<file path="src/rtl/prod_block_sched.sv">
// ---- prod_block_sched: round-robin scheduler sharing one Product_Block multiplier (rev 1.0) ----
// Grants one (w, x) job at a time, integrates pb_out into a saturating count, returns it with the requester ID.
`default_nettype none

module prod_block_sched #(
  parameter int NREQ = 4,
  parameter int OPW  = 4,
  parameter int CNTW = 8,
  parameter int TMO  = 64,
  localparam int IDW = (NREQ > 1) ? $clog2(NREQ) : 1
) (
  input  logic                 clk,
  input  logic                 reset_n,
  input  logic [NREQ-1:0]      req_valid,
  input  logic [NREQ*OPW-1:0]  req_w,
  input  logic [NREQ*OPW-1:0]  req_x,
  output logic [NREQ-1:0]      req_ready,
  output logic                 pb_in_rdy,
  output logic [OPW-1:0]       pb_w,
  output logic [OPW-1:0]       pb_x,
  input  logic                 pb_done,
  input  logic                 pb_out,
  output logic                 rsp_valid,
  input  logic                 rsp_ready,
  output logic [IDW-1:0]       rsp_id,
  output logic [CNTW-1:0]      rsp_count,
  output logic                 rsp_timeout,
  output logic                 busy
);

  typedef enum logic [1:0] {
    S_IDLE  = 2'd0,
    S_ISSUE = 2'd1,
    S_WAIT  = 2'd2,
    S_RESP  = 2'd3
  } state_t;

  localparam int              WDW     = $clog2(TMO);
  localparam logic [WDW-1:0]  WD_LAST = WDW'(TMO - 1);
  localparam logic [CNTW-1:0] CNT_MAX = '1;
  localparam logic [IDW-1:0]  ID_LAST = IDW'(NREQ - 1);

  state_t         state;
  logic [IDW-1:0] ptr;
  logic [WDW-1:0] wdog;
  logic           gnt_found;
  logic [IDW-1:0] gnt_idx;
  logic [IDW-1:0] cand_idx;
  int             cand;

  // First asserted request at or after the round-robin pointer, wrapping.
  always_comb begin
    gnt_found = 1'b0;
    gnt_idx   = '0;
    cand      = 0;
    cand_idx  = '0;
    for (int k = 0; k < NREQ; k++) begin
      cand = int'(ptr) + k;
      if (cand >= NREQ) cand = cand - NREQ;
      cand_idx = IDW'(cand);
      if (!gnt_found && req_valid[cand_idx]) begin
        gnt_found = 1'b1;
        gnt_idx   = cand_idx;
      end
    end
  end

  // The accept pulse must coincide with the grant decision so the requester can drop on the same edge.
  always_comb begin
    req_ready = '0;
    if (reset_n && state == S_IDLE && gnt_found) req_ready[gnt_idx] = 1'b1;
  end

  assign busy = (state != S_IDLE);

  always_ff @(posedge clk or negedge reset_n) begin
    if (!reset_n) begin
      state       <= S_IDLE;
      pb_in_rdy   <= 1'b0;
      pb_w        <= '0;
      pb_x        <= '0;
      rsp_valid   <= 1'b0;
      rsp_id      <= '0;
      rsp_count   <= '0;
      rsp_timeout <= 1'b0;
      ptr         <= '0;
      wdog        <= '0;
    end else begin
      pb_in_rdy <= 1'b0;
      case (state)
        S_IDLE: begin
          if (gnt_found) begin
            pb_w        <= req_w[int'(gnt_idx)*OPW +: OPW];
            pb_x        <= req_x[int'(gnt_idx)*OPW +: OPW];
            rsp_id      <= gnt_idx;
            rsp_count   <= '0;
            rsp_timeout <= 1'b0;
            wdog        <= '0;
            pb_in_rdy   <= 1'b1;
            state       <= S_ISSUE;
          end
        end
        S_ISSUE: state <= S_WAIT;
        S_WAIT: begin
          if (pb_out && rsp_count != CNT_MAX) rsp_count <= rsp_count + 1'b1;
          wdog <= wdog + 1'b1;
          // Completion wins over a watchdog expiry in the same cycle.
          if (pb_done) begin
            rsp_timeout <= 1'b0;
            rsp_valid   <= 1'b1;
            state       <= S_RESP;
          end else if (wdog == WD_LAST) begin
            rsp_timeout <= 1'b1;
            rsp_valid   <= 1'b1;
            state       <= S_RESP;
          end
        end
        S_RESP: begin
          if (rsp_ready) begin
            rsp_valid <= 1'b0;
            ptr       <= (rsp_id == ID_LAST) ? '0 : rsp_id + 1'b1;
            state     <= S_IDLE;
          end
        end
        default: state <= S_IDLE;
      endcase
    end
  end

endmodule

`default_nettype wire

</file>
<file path="config.mk">
export PLATFORM = sky130hd
export DESIGN_NAME = prod_block_sched
export DESIGN_NICKNAME = d
export VERILOG_FILES = /design/src/rtl/prod_block_sched.sv
export SDC_FILE = /design/constraint.sdc
export NUM_CORES = 1
export LEC_CHECK = 0
export ABC_CLOCK_PERIOD_IN_PS = 1780
export BUFFER_PORTS_ARGS = -buffer_cell sky130_fd_sc_hd__buf_2
export CORE_MARGIN = 5
export CORE_UTILIZATION = 31
export CTS_CLUSTER_SIZE = 10
export DETAILED_ROUTE_END_ITERATION = 10
export PLACE_DENSITY = 0.58
export SYNTH_ARGS = -nofsm -noshare
export SYNTH_HDL_FRONTEND = slang
export SYNTH_SLANG_ARGS = --single-unit
</file>
<file path="constraint.sdc">
create_clock -name clk -period 1.78 [get_ports clk]
set_clock_uncertainty 0.15 [all_clocks]
set_input_delay 0 -clock clk [delete_from_list [all_inputs] [get_ports clk]]
set_output_delay 0 -clock clk [all_outputs]
set_load 0.005 [all_outputs]
</file>
**Word level (Yosys, flattened, before mapping)**

Index checks and enable logic that the tools add are counted.

- Register bits: 31
- Logic and storage cells: 106
- Bits of input ports: 41

- Reduce and logical (&&, ||, !) cells: 21
- Shift-type cells: 2
- Order comparisons: 10
- Add/sub/neg operators: 10
- Multiplexer cells: 43
- Eq/ne operators: 10

Operators with widths:

| kind | number |
|---|---|
| indexed part select 16 x 5 -> 4 bit | 2 |
| two-way mux 2 bit | 13 |
| two-way mux 1 bit | 16 |
| two-way mux 8 bit | 2 |
| case mux 8 bit (2 select lines) | 1 |
| < comparator 2 x 3 -> 1 bit, second input constant | 5 |
| case mux 6 bit (2 select lines) | 1 |
| AND reduction 3 bit | 4 |
| >= comparator 3 bit, second input constant | 3 |
| adder 8 x 1 -> 8 bit, second input constant | 1 |
| binary-select mux 1 bit (select 2 bit) | 4 |
| inequality test 8 bit, second input constant | 1 |
| case mux 2 bit (4 select lines) | 1 |
| subtractor 2 x 1 -> 2 bit, second input constant | 4 |
| logical AND 1 bit | 7 |
| adder 2 x 2 -> 3 bit, second input constant | 2 |
| adder 6 x 1 -> 6 bit, second input constant | 1 |
| equality test 2 bit, second input constant | 3 |
| equality test 6 bit, second input constant | 1 |
| two-way mux 6 bit | 1 |
| inequality test 2 bit, second input constant | 3 |
| AND reduction 2 bit | 3 |
| nonzero test 2 bit | 3 |
| two-way mux 4 bit | 1 |
| 10 further kinds | 13 |

**Longest topological paths before layout**

Gate-level depths: netlist (run 1).

- Word-level depth: 19
- Mapped depth: 9
- Mapped depth without buffers: 7

**Worst setup path after synthesis (run 1)**

Ideal clock, no wire load.

- Kind: reg2reg
- Start: register wdog[0]
- End: register state[1]
- Clock period less this slack: 1.893 ns
- Setup time: 0.125 ns
- Arrival time: 1.619 ns
- Stages on the path, launching flop included: 6
- Path slack: -0.113 ns
- Cell sequence: dfrtp_1 ha_1 and3_1 a311o_1 nand3_1 mux2_2

- Longest elaborated chain between the ends: 3

RTL lines:

| element | RTL line | RTL |
|---|---|---|
| start: declaration | 45 | `logic [WDW-1:0] wdog;` |
| start signal: assignment | 106 | `wdog <= wdog + 1'b1;` |
| equality test 6 bit | 112 | `end else if (wdog == WD_LAST) begin` |
| inequality test 3 bit (no line) | n/a |  |
| AND reduction 3 bit (no line) | n/a |  |
| end signal: assignment | 111 | `state <= S_RESP;` |
| end signal: assignment | 115 | `state <= S_RESP;` |
| end signal: assignment | 122 | `state <= S_IDLE;` |
| end: declaration | 43 | `state_t state;` |

Every way passes these cells.
A chain may end at the register's enable or synchronous reset.

**Final worst setup path (run 1)**

- Start: register ptr[0]
- End: output port req_ready[2]

- Longest elaborated chain between the ends: 19

RTL lines:

| element | RTL line | RTL |
|---|---|---|
| start: declaration | 44 | `logic [IDW-1:0] ptr;` |
| start signal: assignment | 121 | `ptr <= (rsp_id == ID_LAST) ? '0 : rsp_id + 1'b1;` |
| branches (longest 18 deep; another with adder 2 x 1 -> 3 bit) | n/a |  |
| two-way mux 4 bit (*) | 71 | `if (reset_n && state == S_IDLE && gnt_found) req_ready[gnt_idx] = 1'b1;` |
| end: declaration | 17 | `output logic [NREQ-1:0] req_ready,` |

Every way passes the cells marked *. The select of a mux whose other input is x is not followed.

==> run summary, run 1 <==
After routing, the total negative slack on setup checks comes to -0.06229 ns. The wire length of the first global-routing pass was 9749 um; the number of buffer and inverter instances along the worst setup path was 2. The CTS sink count is 31. The clock share of power is 15.3%, and the max-slew headroom at the worst pin is 58.65%.

The most critical setup path has its startpoint at ptr[0]. The net count of the finished layout is 361. For this run, the detailed router's first-pass iteration total came to 4. Of the available clock period, the critical path in the final layout requires 103.0%.

For the maximum clock rate, the log shows 545.5 MHz. The horizontal die dimension is 85.92 um. The analysis attributes to net switching a power of 1581 uW.

The number of synthesized flops with an enable pin came out at 0. In this run, synthesis produced a sequential element count of 31. Detailed placement finished with a half-perimeter wire length of 3721 um. STA puts the critical path data required time at 1.63 ns. The synthesized area per cell is 9.926 um2. Counting every net in the synthesized netlist gives 228. The tools report the fill cell instance count of the final layout as 502. The post-layout minimum cycle time is 1.833 ns, and the global-route met3 utilization is 4.419%.

Synthesis produced 180 cells. The path class of the tightest hold or removal check is primary input to flop. Via count of the first global-routing pass: 1951. During I/O placement, the number of pins put on the boundary was 67.

sky130_fd_sc_hd__dfrtp_1 is the most common cell in the netlist. Of the total power, the share spent switching nets is 38.84%. STA classifies the critical path startpoint as a flop.

The tools report the final hold violation count as 0. The total number of vias is 1947, and the post-placement worst setup slack is -0.09522 ns. The fraction of layout instances using a drive strength above 1 is 43.95%, and the reported leakage power is 0.001516 uW. The internal power is 2489 uW, and the largest net degree at the start of global routing is 32. Most area-hungry cell type in the Yosys netlist: sky130_fd_sc_hd__dfrtp_1.

The first routing iteration left 91 violations. The final routed wire length divided by cell count works out to 16.32 um. The delay of the slowest critical-path stage was 0.43 ns. The peak fanout along the critical path is 3. The run gives 32.25% as the effective utilization at floorplan.

Global routing consumed, over all layers together, 16.93% of the routing resources. The number of max-cap violations was 0; the count of buffers inserted at the top-level ports was 66. After clock tree synthesis, the clock-pin slew on the worst setup and hold paths is 0.07 ns. CTS built an H-tree with a depth of 2. The number of max-slew violations in the final report is 0. The design draws 4070 uW. The ratio of routed vias to standard cells is 5.031, and the arrival time at the worst endpoint is 1.68 ns. The startpoint identified for the worst hold timing path is req_valid[2]. By count the netlist is led by 31 x sky130_fd_sc_hd__dfrtp_1, 28 x sky130_fd_sc_hd__nand2_1, 16 x sky130_fd_sc_hd__mux2i_1, 15 x sky130_fd_sc_hd__nor2_1, 9 x sky130_fd_sc_hd__xor2_1. The final reports fail on setup timing. The number of antenna violations at the first check in global routing was 0. The share of the Yosys chip area taken by registers is 43.42%. Grouping stages by cell kind, the critical path spends the most delay in simple AND/OR/NAND/NOR gates. From synthesis to final layout, the design area changed by 69.05%. Number of synthesis warnings: 0. The sequential group share of total power was 27.5%. The die covers 0.007382 mm2. The total overflow left after global routing is 0.

The detail route stage leaves a number of antenna-violating nets equal to 0. TritonCTS built the clock tree. The share of total power dissipated in combinational logic is 57.2%. The slowest stage of the critical path is the sky130_fd_sc_hd__dfrtp_1 cell.

Summed over all layers, the routed wires come to 6316 um. The flow ran to the end, but the final reports show violations. Global routing used 20.34% of the available met1 tracks. Synthesis instantiated 37 different standard cells from the library. The final setup violation count is 2, and the proportion of synthesized flip-flops having asynchronous set or reset is 100.0%.

The total area inside the core boundary comes to 0.005540 mm2. The worst setup path is captured at an output port. Worst setup slack after layout: -0.05329 ns. Prevailing post-synth register cell: sky130_fd_sc_hd__dfrtp_1. In the global route stage, met2 resource usage came out at 26.63%. The worst voltage drop across the vdd grid came out at 0.0007095 V. By area the synthesized netlist is led by sky130_fd_sc_hd__dfrtp_1 43%, sky130_fd_sc_hd__mux2i_1 9.0%, sky130_fd_sc_hd__nand2_1 5.9%.

Power density of the placed cells: 1347 mW/mm2. Worst flop-to-flop path startpoint: state[0]. The tools report the detailed-route DRC error count as 0.

Layer with the highest usage after global routing: met2. The run gives 5 as the CTS buffer count. The run gives 0.1115 ns as the final-layout worst hold slack.

In this run the cell area of the synthesized design comes to 0.001787 mm2. In this run the deepest clock path goes through 2 buffers. Setup repair after global routing could not meet its margin everywhere. Clock tree synthesis selected as its root buffer the cell sky130_fd_sc_hd__clkbuf_8. The count of standard-cell rows is 27.

The category of the most critical setup path was flop to output port. The synthesized design devotes to its leading area cell type 43.42% of total area. Die height: 85.92 um. The critical path goes through nor2b_2, nor3_2, a21oi_2, buf_4, nor2_4, nor3b_2, buf_2. The slew at the pin closest to its max-slew limit was 0.6179 ns; the weighted congestion reported at the end of routability-driven placement was 0.7563. The insertion delay to the later sink of the worst-skew pair came out at 0.28 ns.
## placed cells by master (no fill, tap or decap), drive strengths merged, types with 2 or more instances in the layout
master	synthesis	routed
o32a	2	3
nand3	6	6
and3	6	6
nor2b	3	3
nand2	28	28
xor2	9	9
mux2i	16	16
o221ai	8	8
clkbuf	0	8
dlygate4sd3	0	36
a22o	2	2
nor2	16	16
mux2	3	3
buf	6	95
nand4	2	2
ha	7	7
o21ai	6	6
a21oi	5	5
nand2b	2	2
inv	6	6
nor3	3	3
nor4	3	3
dfrtp	31	31
## final timing paths
check                          endpoint  slack, ns  cells past startpoint
min in group asynchronous   rsp_timeout       0.22                      3
min reg2reg                     pb_x[2]       0.34                      2
max                        req_ready[2]      -0.05                      7
max in group asynchronous     rsp_id[0]       0.96                      3
min                             wdog[1]       0.11                      4
max reg2reg                rsp_count[5]      -0.01                      7
## routing by layer
layer	vias to the layer above	wire length, um
met4	0	356
li1	920	-
met2	69	3174
met3	32	314
met1	926	2471
met5	-	0
## timing repair
action	4_1_cts	5_1_grt
cloned	1	0
endpoints found under the hold margin	44	0
pin swaps	8	11
resized for setup	16	20
hold buffers	36	0
setup endpoints to repair	13	23
setup buffers	7	10
## sequential cells by signal, indices dropped and copies added (netlist names)
register     flops
rsp_count        8
pb_w             4
pb_in_rdy        1
ptr              2
rsp_id           2
state            2
rsp_timeout      1
wdog             6
rsp_valid        1
pb_x             4
## layout make-up
class	instances	area, um2	area share [%]
Antenna cell	1	2.502	0.08285
Tap cell	72	90.09	2.983
Timing Repair Buffer	131	915.9	30.32
Clock buffer	8	100.1	3.314
Multi-Input combinational cell	138	1111	36.79
Inverter	6	25.02	0.8285
Sequential cell	31	775.7	25.68
## through the flow
step / util, % / std cells / cell area (um2)
finish: 54.52 / 387 / 3020
global route: 54.47 / 386 / 3018
CTS: 51.63 / 376 / 2860
detailed placement: 41.01 / 324 / 2272
global placement: 41.01 / 324 / 2272
floorplan: - / 180 / 1810
## power groups by stage
stage	clock (uW)	combinational, uW	sequential, uW
floorplan	0	1060	1140
global placement	0	1670	1130
detailed placement	0	1700	1120
CTS	629	2010	1120
global route	678	2570	1150
finish	622	2330	1120
## logic make-up after synthesis
logic type               synth area share, %
flip-flops                             43.42
AND/OR/NAND/NOR                        19.61
adder cells (fa/ha/maj)                4.902
XOR/XNOR                               4.412
buffers and inverters                  3.641
multiplexers                           10.85
AO/OA/AOI/OAI                          13.17
## worst min-delay path: stages
cell and delay [ns]:
sky130_fd_sc_hd__buf_2 0.12, sky130_fd_sc_hd__nor4_2 0.07, sky130_fd_sc_hd__nand2_1 0.14, sky130_fd_sc_hd__a32o_1 0.18
Power figures use the tool's default switching activity.
==> run 2, diff against run 1 <==
- BUFFER_PORTS_ARGS: -buffer_cell sky130_fd_sc_hd__buf_2 -> unset
- CORE_MARGIN: 5 -> 2
- DONT_BUFFER_PORTS: unset -> 1
- PLACE_DENSITY: 0.58 -> 0.47
- SKIP_CTS_REPAIR_TIMING: unset -> 1
==> run 2 against run 1 <==
Clock power decreased by 0.8%. Wire length fell by 15%. Die area shrank 13%. Sequential power grew 7%. Flip-flop and latch count unchanged. Via count down 16%. The run ends with hold timing, setup timing left. Final area down 9.8%. Power decreased by 6.3%. Global-route usage fell by 3.2 points. Utilization fell by 5.3 points.
==> run summary, run 2 (synthesis gave the netlist of run 1 again) <==
Count of standard-cell rows: 27. Headroom to the max-slew limit came out at 57.78%. Input and output buffers added on the ports amount to 0. The total design power is 3812 uW, and the power density of the placed cells is 1399 mW/mm2.

The tools report the root buffer cell as sky130_fd_sc_hd__clkbuf_8. The slew at the pin closest to its max-slew limit is 0.6310 ns. The critical path in this run is classified as flop to flop. TritonCTS built the clock tree. Setup repair after global routing could not meet its margin everywhere. The count of boundary I/O pins is 67. Leading cell type in the layout, fill and taps excluded: sky130_fd_sc_hd__dlygate4sd3_1. In this run the static leakage power is 0.001230 uW. The cell family contributing the most delay on the critical path is compound AO/OA/AOI/OAI gates.

The final setup violation count was 4; the total number of vias was 1639. The first detailed-routing pass ran for 4 iterations. Dividing the detail-routed wire length by the instance count gives 16.88 um. rsp_count holds more flip-flops than any other register. The number of antenna violations at the first check in global routing was 0; the number of nets in the layout was 293. The peak fanout along the critical path was 6; the post-layout instance area was 0.002725 mm2. The cell area after placement was 0.001972 mm2; the effective utilization at floorplan was 32.25%.

After legalization and detailed placement, the total HPWL measured 3229 um. The die covers 0.006387 mm2. The H-tree was split into 2 levels.

Leaving out fill and tap cells, the most frequent cells in the layout are 40 x sky130_fd_sc_hd__dlygate4sd3_1, 28 x sky130_fd_sc_hd__dfrtp_1, 26 x sky130_fd_sc_hd__nand2_1. The final global-route overflow total is 0, and the routed wire length is 5368 um. CTS sink count: 31. Worst setup slack after layout: -0.03717 ns. After layout, the worst path uses 102.1% of the clock period.

At the worst endpoint, the arrival time is 1.84 ns. The register with the most flip-flops in the layout has 8 of them. Final-layout worst hold slack: -0.03250 ns. After the first detailed-routing iteration, the DRC count stood at 103. The antenna diode count is 0. The layout-stage area growth over the synthesis result was 52.52%. Required time at the endpoint of the critical path: 1.80 ns.

The worst-case IR drop observed on VDD is 0.0006100 V. The flow ran to the end, but the final reports show violations. Buffers inserted during clock tree synthesis total 5. Global routing used 13.77% of the available tracks. The die is 79.92 um wide. STA classifies the critical path startpoint as a flop. On the worst path, the slowest cell contributes a delay of 0.41 ns.

In the routed design, unresolved DRC markers number 0. The first global-routing pass estimated 6837 um of wire. For the worst-skew pair, the clock arrives at the later sink with an insertion delay of 0.28 ns.

The setup total negative slack is -0.06278 ns. The via count of the first global-routing pass is 1448, and the die height is 79.92 um. The worst hold path class was primary input to flop. Post-layout minimum cycle time: 1.817 ns. The logs give 1 for the final hold violation count and 0.8317 for the weighted congestion reported at the end of routability-driven placement. The number of max-cap violations came out at 0.

Using the TritonRoute via totals, the vias-per-cell ratio works out to 5.154. The checks that failed: hold timing, setup timing. Timing analysis after detailed placement gives a worst setup slack of -0.09803 ns. The kind of end point of the critical path is a flop.

The buffer levels on the longest clock path came out at 2. The fraction of layout instances using a drive strength above 1 came out at 28.05%. In the final layout, the registers with the most flip-flops are rsp_count (8), wdog (6). The run gives 0 as the number of max-slew violations in the final report.

Traced cell by cell, the critical path runs through inv_2, ha_4, nand4_1, o32a_1, nand4b_1, xor2_1, nor2_1. The number of buffer and inverter instances along the worst setup path was 1. The maximum clock rate is 550.3 MHz.

The count of nets left with antenna violations once routing finished came out at 0. Clock-pin slew was measured on the worst setup and hold paths at 0.07 ns. Slowest library cell on the worst path: sky130_fd_sc_hd__o32a_1. The core region is 0.005540 mm2. Entering global routing, the biggest net connects 33 pins.
[run 2: cell count changes in the layout (fill, tap and decap cells not counted), moves of 2 or more]
cell / delta
sky130_fd_sc_hd__buf_2: -65
sky130_fd_sc_hd__buf_4: -10
sky130_fd_sc_hd__buf_6: +2
sky130_fd_sc_hd__dfrtp_1: -3
sky130_fd_sc_hd__dfrtp_2: +3
sky130_fd_sc_hd__dlygate4sd3_1: +4
[run 2: final timing paths]
| kind | slack (ns) | startpoint | to | cells past startpoint |
|---|---|---|---|---|
| worst max-delay path | -0.04 | state[0] | rsp_count[5] | 7 |
| worst min-delay path | -0.03 | req_valid[0] | wdog[1] | 3 |
| worst max register to register | -0.04 | state[0] | rsp_count[5] | 7 |
| worst min register to register | 0.37 | pb_x[1] | pb_x[1] | 2 |
| max in group asynchronous | 1.27 | reset_n | ptr[1] | 2 |
| min in group asynchronous | 0.01 | reset_n | rsp_count[5] | 2 |
[run 2: per-layer routing]
layer,up-vias,part of all wire [%],track usage [%]
li1,783,-,-
met3,6,5.9,5.204
met4,0,0.95,4.407
met5,-,0,0
met2,45,49,22.67
met1,805,44,16.55
[run 2: final cells by class]
| class | count | area [um2] |
|---|---|---|
| tap | 72 | 90.09 |
| timing repair buffer | 63 | 598.1 |
| clock buffer | 8 | 100.1 |
| sequential | 31 | 779.5 |
| fill | 513 | 2815 |
| inverter | 6 | 22.52 |
| multi-input combinational | 138 | 1135 |
[run 2: report_power, final]
group / internal (uW) / switching, uW / leakage (uW)
clock: 353 / 264 / 0.0000515
combinational: 988 / 1010 / 0.000783
sequential: 959 / 237 / 0.000395
[run 2: metrics by stage]
stage | std cells | util [%]
floorplan | 180 | -
global placement | 262 | 35.59
detailed placement | 262 | 35.59
CTS | 270 | 37.40
global route | 318 | 49.19
finish | 318 | 49.19
[run 2: worst reg2reg max path, stage by stage, from the launching register on]
cell	delay, ns
sky130_fd_sc_hd__dfrtp_1	0.40
sky130_fd_sc_hd__inv_2	0.13
sky130_fd_sc_hd__ha_4	0.17
sky130_fd_sc_hd__nand4_1	0.09
sky130_fd_sc_hd__o32a_1	0.41
sky130_fd_sc_hd__nand4b_1	0.15
sky130_fd_sc_hd__xor2_1	0.16
sky130_fd_sc_hd__nor2_1	0.05
==> run 3, diff against run 2 <==
- ABC_CLOCK_PERIOD_IN_PS: 1780 -> unset
- CORE_UTILIZATION: 31 -> 45
- PLACE_DENSITY: 0.47 -> 0.63
- SETUP_SLACK_MARGIN: unset -> 0.3
==> run 3 against run 2 <==
The flow still finishes with violations (hold timing, setup timing). Power rose by 12%. Combinational power rose by 14%. Utilization rose by 26 points. Count of clock-buffer cells in the layout decreased by 2. Wire length is 27% higher. Sequential share of layout area fell by 0.98 points. Clock power is 19% higher. Global-route usage grew 4.9 points. Setup slack lost 0.064 ns. Largest cell class unchanged.
==> run summary, run 3 (synthesis gave the netlist of run 1 again) <==
For the total global routing track utilization, the log shows 18.63%. The worst setup path is launched from a flop. The number of max-cap violations is 0, and the placed wire-length estimate is 3171 um. TritonCTS created 5 clock buffers. Ratio of routed vias to standard cells: 6.305. For this configuration, the core starts out at a cell density of 47.73%.

The die height came out at 67.01 um. Core area: 0.003744 mm2. In this run the cell area measured after placement is 0.001914 mm2. Data on the critical path is required at its endpoint by 1.85 ns. The count of nets left with antenna violations after detail routing was 0. Setup repair after global routing could not meet its margin everywhere.

The post-route netlist has 31.33% of its cells at a drive strength greater than 1. The filler cells instantiated in the layout total 249. The slowest library cell on the worst path is sky130_fd_sc_hd__dfrtp_1. The instance count along the most critical hold path is 3. Final hold violation count: 1. The library cell used most frequently in the layout, excluding fill and tap cells, is sky130_fd_sc_hd__dlygate4sd3_1. The number of design-rule violations left by the first detailed-router iteration was 156. Among cell families on the critical path, the largest total delay comes from simple AND/OR/NAND/NOR gates. Routability-driven placement finished with a final weighted congestion of 0.7467.

For the final setup violation count, the log shows 8. TritonCTS built the clock tree. Static timing analysis puts the maximum clock frequency at 531.5 MHz.

The tools report the number of max-slew violations in the final report as 0. The run finished, with violations left. For the final-layout worst hold slack, the log shows -0.07830 ns. For the pin with the worst max-slew slack, the measured transition is 0.7894 ns. Leaving out fill and tap cells, the most frequent cells in the layout are 37 x sky130_fd_sc_hd__dlygate4sd3_1, 29 x sky130_fd_sc_hd__dfrtp_1, 25 x sky130_fd_sc_hd__nand2_1.

The first global-routing pass estimated 6203 um of wire. Clock tree synthesis found a total of 31 sinks. IR analysis of the VDD net gives a maximum drop of 0.0009988 V.

The path class of the tightest hold or removal check is primary input to flop. The die covers 0.004490 mm2. For this design the static power due to leakage is 0.001280 uW. The number of stages on the worst setup path is 7, and the post-layout instance area is 0.002818 mm2. The final routed wire length divided by cell count is 22.86 um. The flip-flop count of the largest register, all copies and words added was 8; the total design power was 4255 uW.

Walking the worst path, the cells encountered are buf_4, ha_4, nand4_1, o32a_1, nand2_1, nor4_1, a21o_1. After detailed routing, the total wire length is 6813 um. Root buffer cell: sky130_fd_sc_hd__clkbuf_8.

The register with the most flip-flops is rsp_count. The share of the clock period used by the worst path after layout was 105.7%. The number of iterations in the first detailed-routing pass was 4; the number of buffer and inverter instances along the worst setup path was 1.

The max-slew headroom at the worst pin is 47.18%, and the count of standard-cell rows is 22. The kind of end point of the critical path was a flop. In this run the number of H-tree levels came out at 2. Along the worst path, the maximum fanout reaches 6. In this design, the stage delay of the slowest critical-path cell is 0.39 ns.

The largest registers in the layout are rsp_count (8), wdog (6). Counting tap cells, the placed design contains a total of 233 instances. The via count of the first global-routing pass was 1367; the arrival time at the worst endpoint was 1.96 ns. After the flow finishes, the layout carries non-filler instances totaling 298. The logs give 0 for the number of antenna violations at the first check in global routing and 0 for the detailed-route DRC error count. The clock passes through at most 2 buffers. The horizontal die dimension is 67.01 um, and the clock transition at the registers of the reported paths is 0.07 ns. The worst setup slack after layout is -0.1016 ns.

At the end of the flow, the number of nets in the layout was 296. The final reports fail on hold timing, setup timing. For the finished layout, the period the worst path requires is 1.882 ns. Summing over every cut layer, the via total after detailed routing is 1879. Final global-route overflow total: 0. The count of boundary I/O pins is 67, and the largest net degree at the start of global routing is 33. Relative to the synthesized area, the layout overhead comes to 57.70%.

The clock reaches the later pin of the worst-skew pair after 0.29 ns. The count of buffers inserted at the top-level ports came out at 0. For this design the ratio of total power to cell area is 1510 mW/mm2. OpenSTA, run right after detailed placement, puts the worst setup slack at -0.04922 ns.

Measured in cells, the most critical reg-to-reg path has a length of 7. The category of the most critical setup path was flop to flop.
-- run 3: cell count changes in the layout (fill, tap and decap cells not counted), sizes merged --
cell,before,now
buf,23,27
dlygate4sd3,40,37
clkbuf,8,6
o32a,3,5
bufinv,0,1
clkinv,0,1
diode,0,1
-- run 3: routing by layer --
layer / up-vias / GRT usage, % / part of all wire (%)
met5: - / 0 / 0
met4: 0 / 6.888 / 5.4
met3: 36 / 5.574 / 7.4
met2: 116 / 31.68 / 51
met1: 927 / 21.94 / 36
li1: 800 / - / -
-- run 3: worst min-delay path, stage by stage --
cell and delay [ns]:
sky130_fd_sc_hd__nor4_2 0.04, sky130_fd_sc_hd__nand2b_4 0.17, sky130_fd_sc_hd__inv_4 0.10
-- run 3: power breakdown --
group          switching (uW)  internal (uW)  leakage, uW
sequential                266            958     0.000397
combinational            1210           1090     0.000821
clock                     283            453    0.0000612
total                    1750           2500      0.00128
-- run 3: cell type report --
class	instances	area (um2)	share of cell area, %
clock inverter	2	35.03	1.243
sequential	31	778.2	27.62
inverter	6	25.02	0.8881
tap	48	60.06	2.131
timing repair buffer	64	604.3	21.45
antenna	1	2.502	0.08881
multi-input combinational	140	1230	43.65
clock buffer	6	82.58	2.931
-- run 3: final timing paths --
| check | start | to | slack (ns) |
|---|---|---|---|
| worst max-delay path | state[1] | rsp_count[6] | -0.10 |
| worst min-delay path | req_valid[0] | pb_in_rdy | -0.08 |
| worst max register to register | state[1] | rsp_count[6] | -0.10 |
| worst min register to register | rsp_timeout | rsp_timeout | 0.38 |
| max in group asynchronous | reset_n | ptr[0] | 1.28 |
| min in group asynchronous | reset_n | rsp_count[3] | 0 |
-- run 3: per-stage QoR --
step | utilization, % | TNS [ns] | hold WS [ns]
after floorplan | - | 0 | -0.4456
after global placement | 51.14 | 0 | -0.4449
after detailed placement | 51.14 | -0.05748 | -0.4449
after CTS | 54.28 | -0.6838 | -0.7564
after global routing | 75.20 | -1.048 | -0.07942
final | 75.27 | -0.2935 | -0.07830
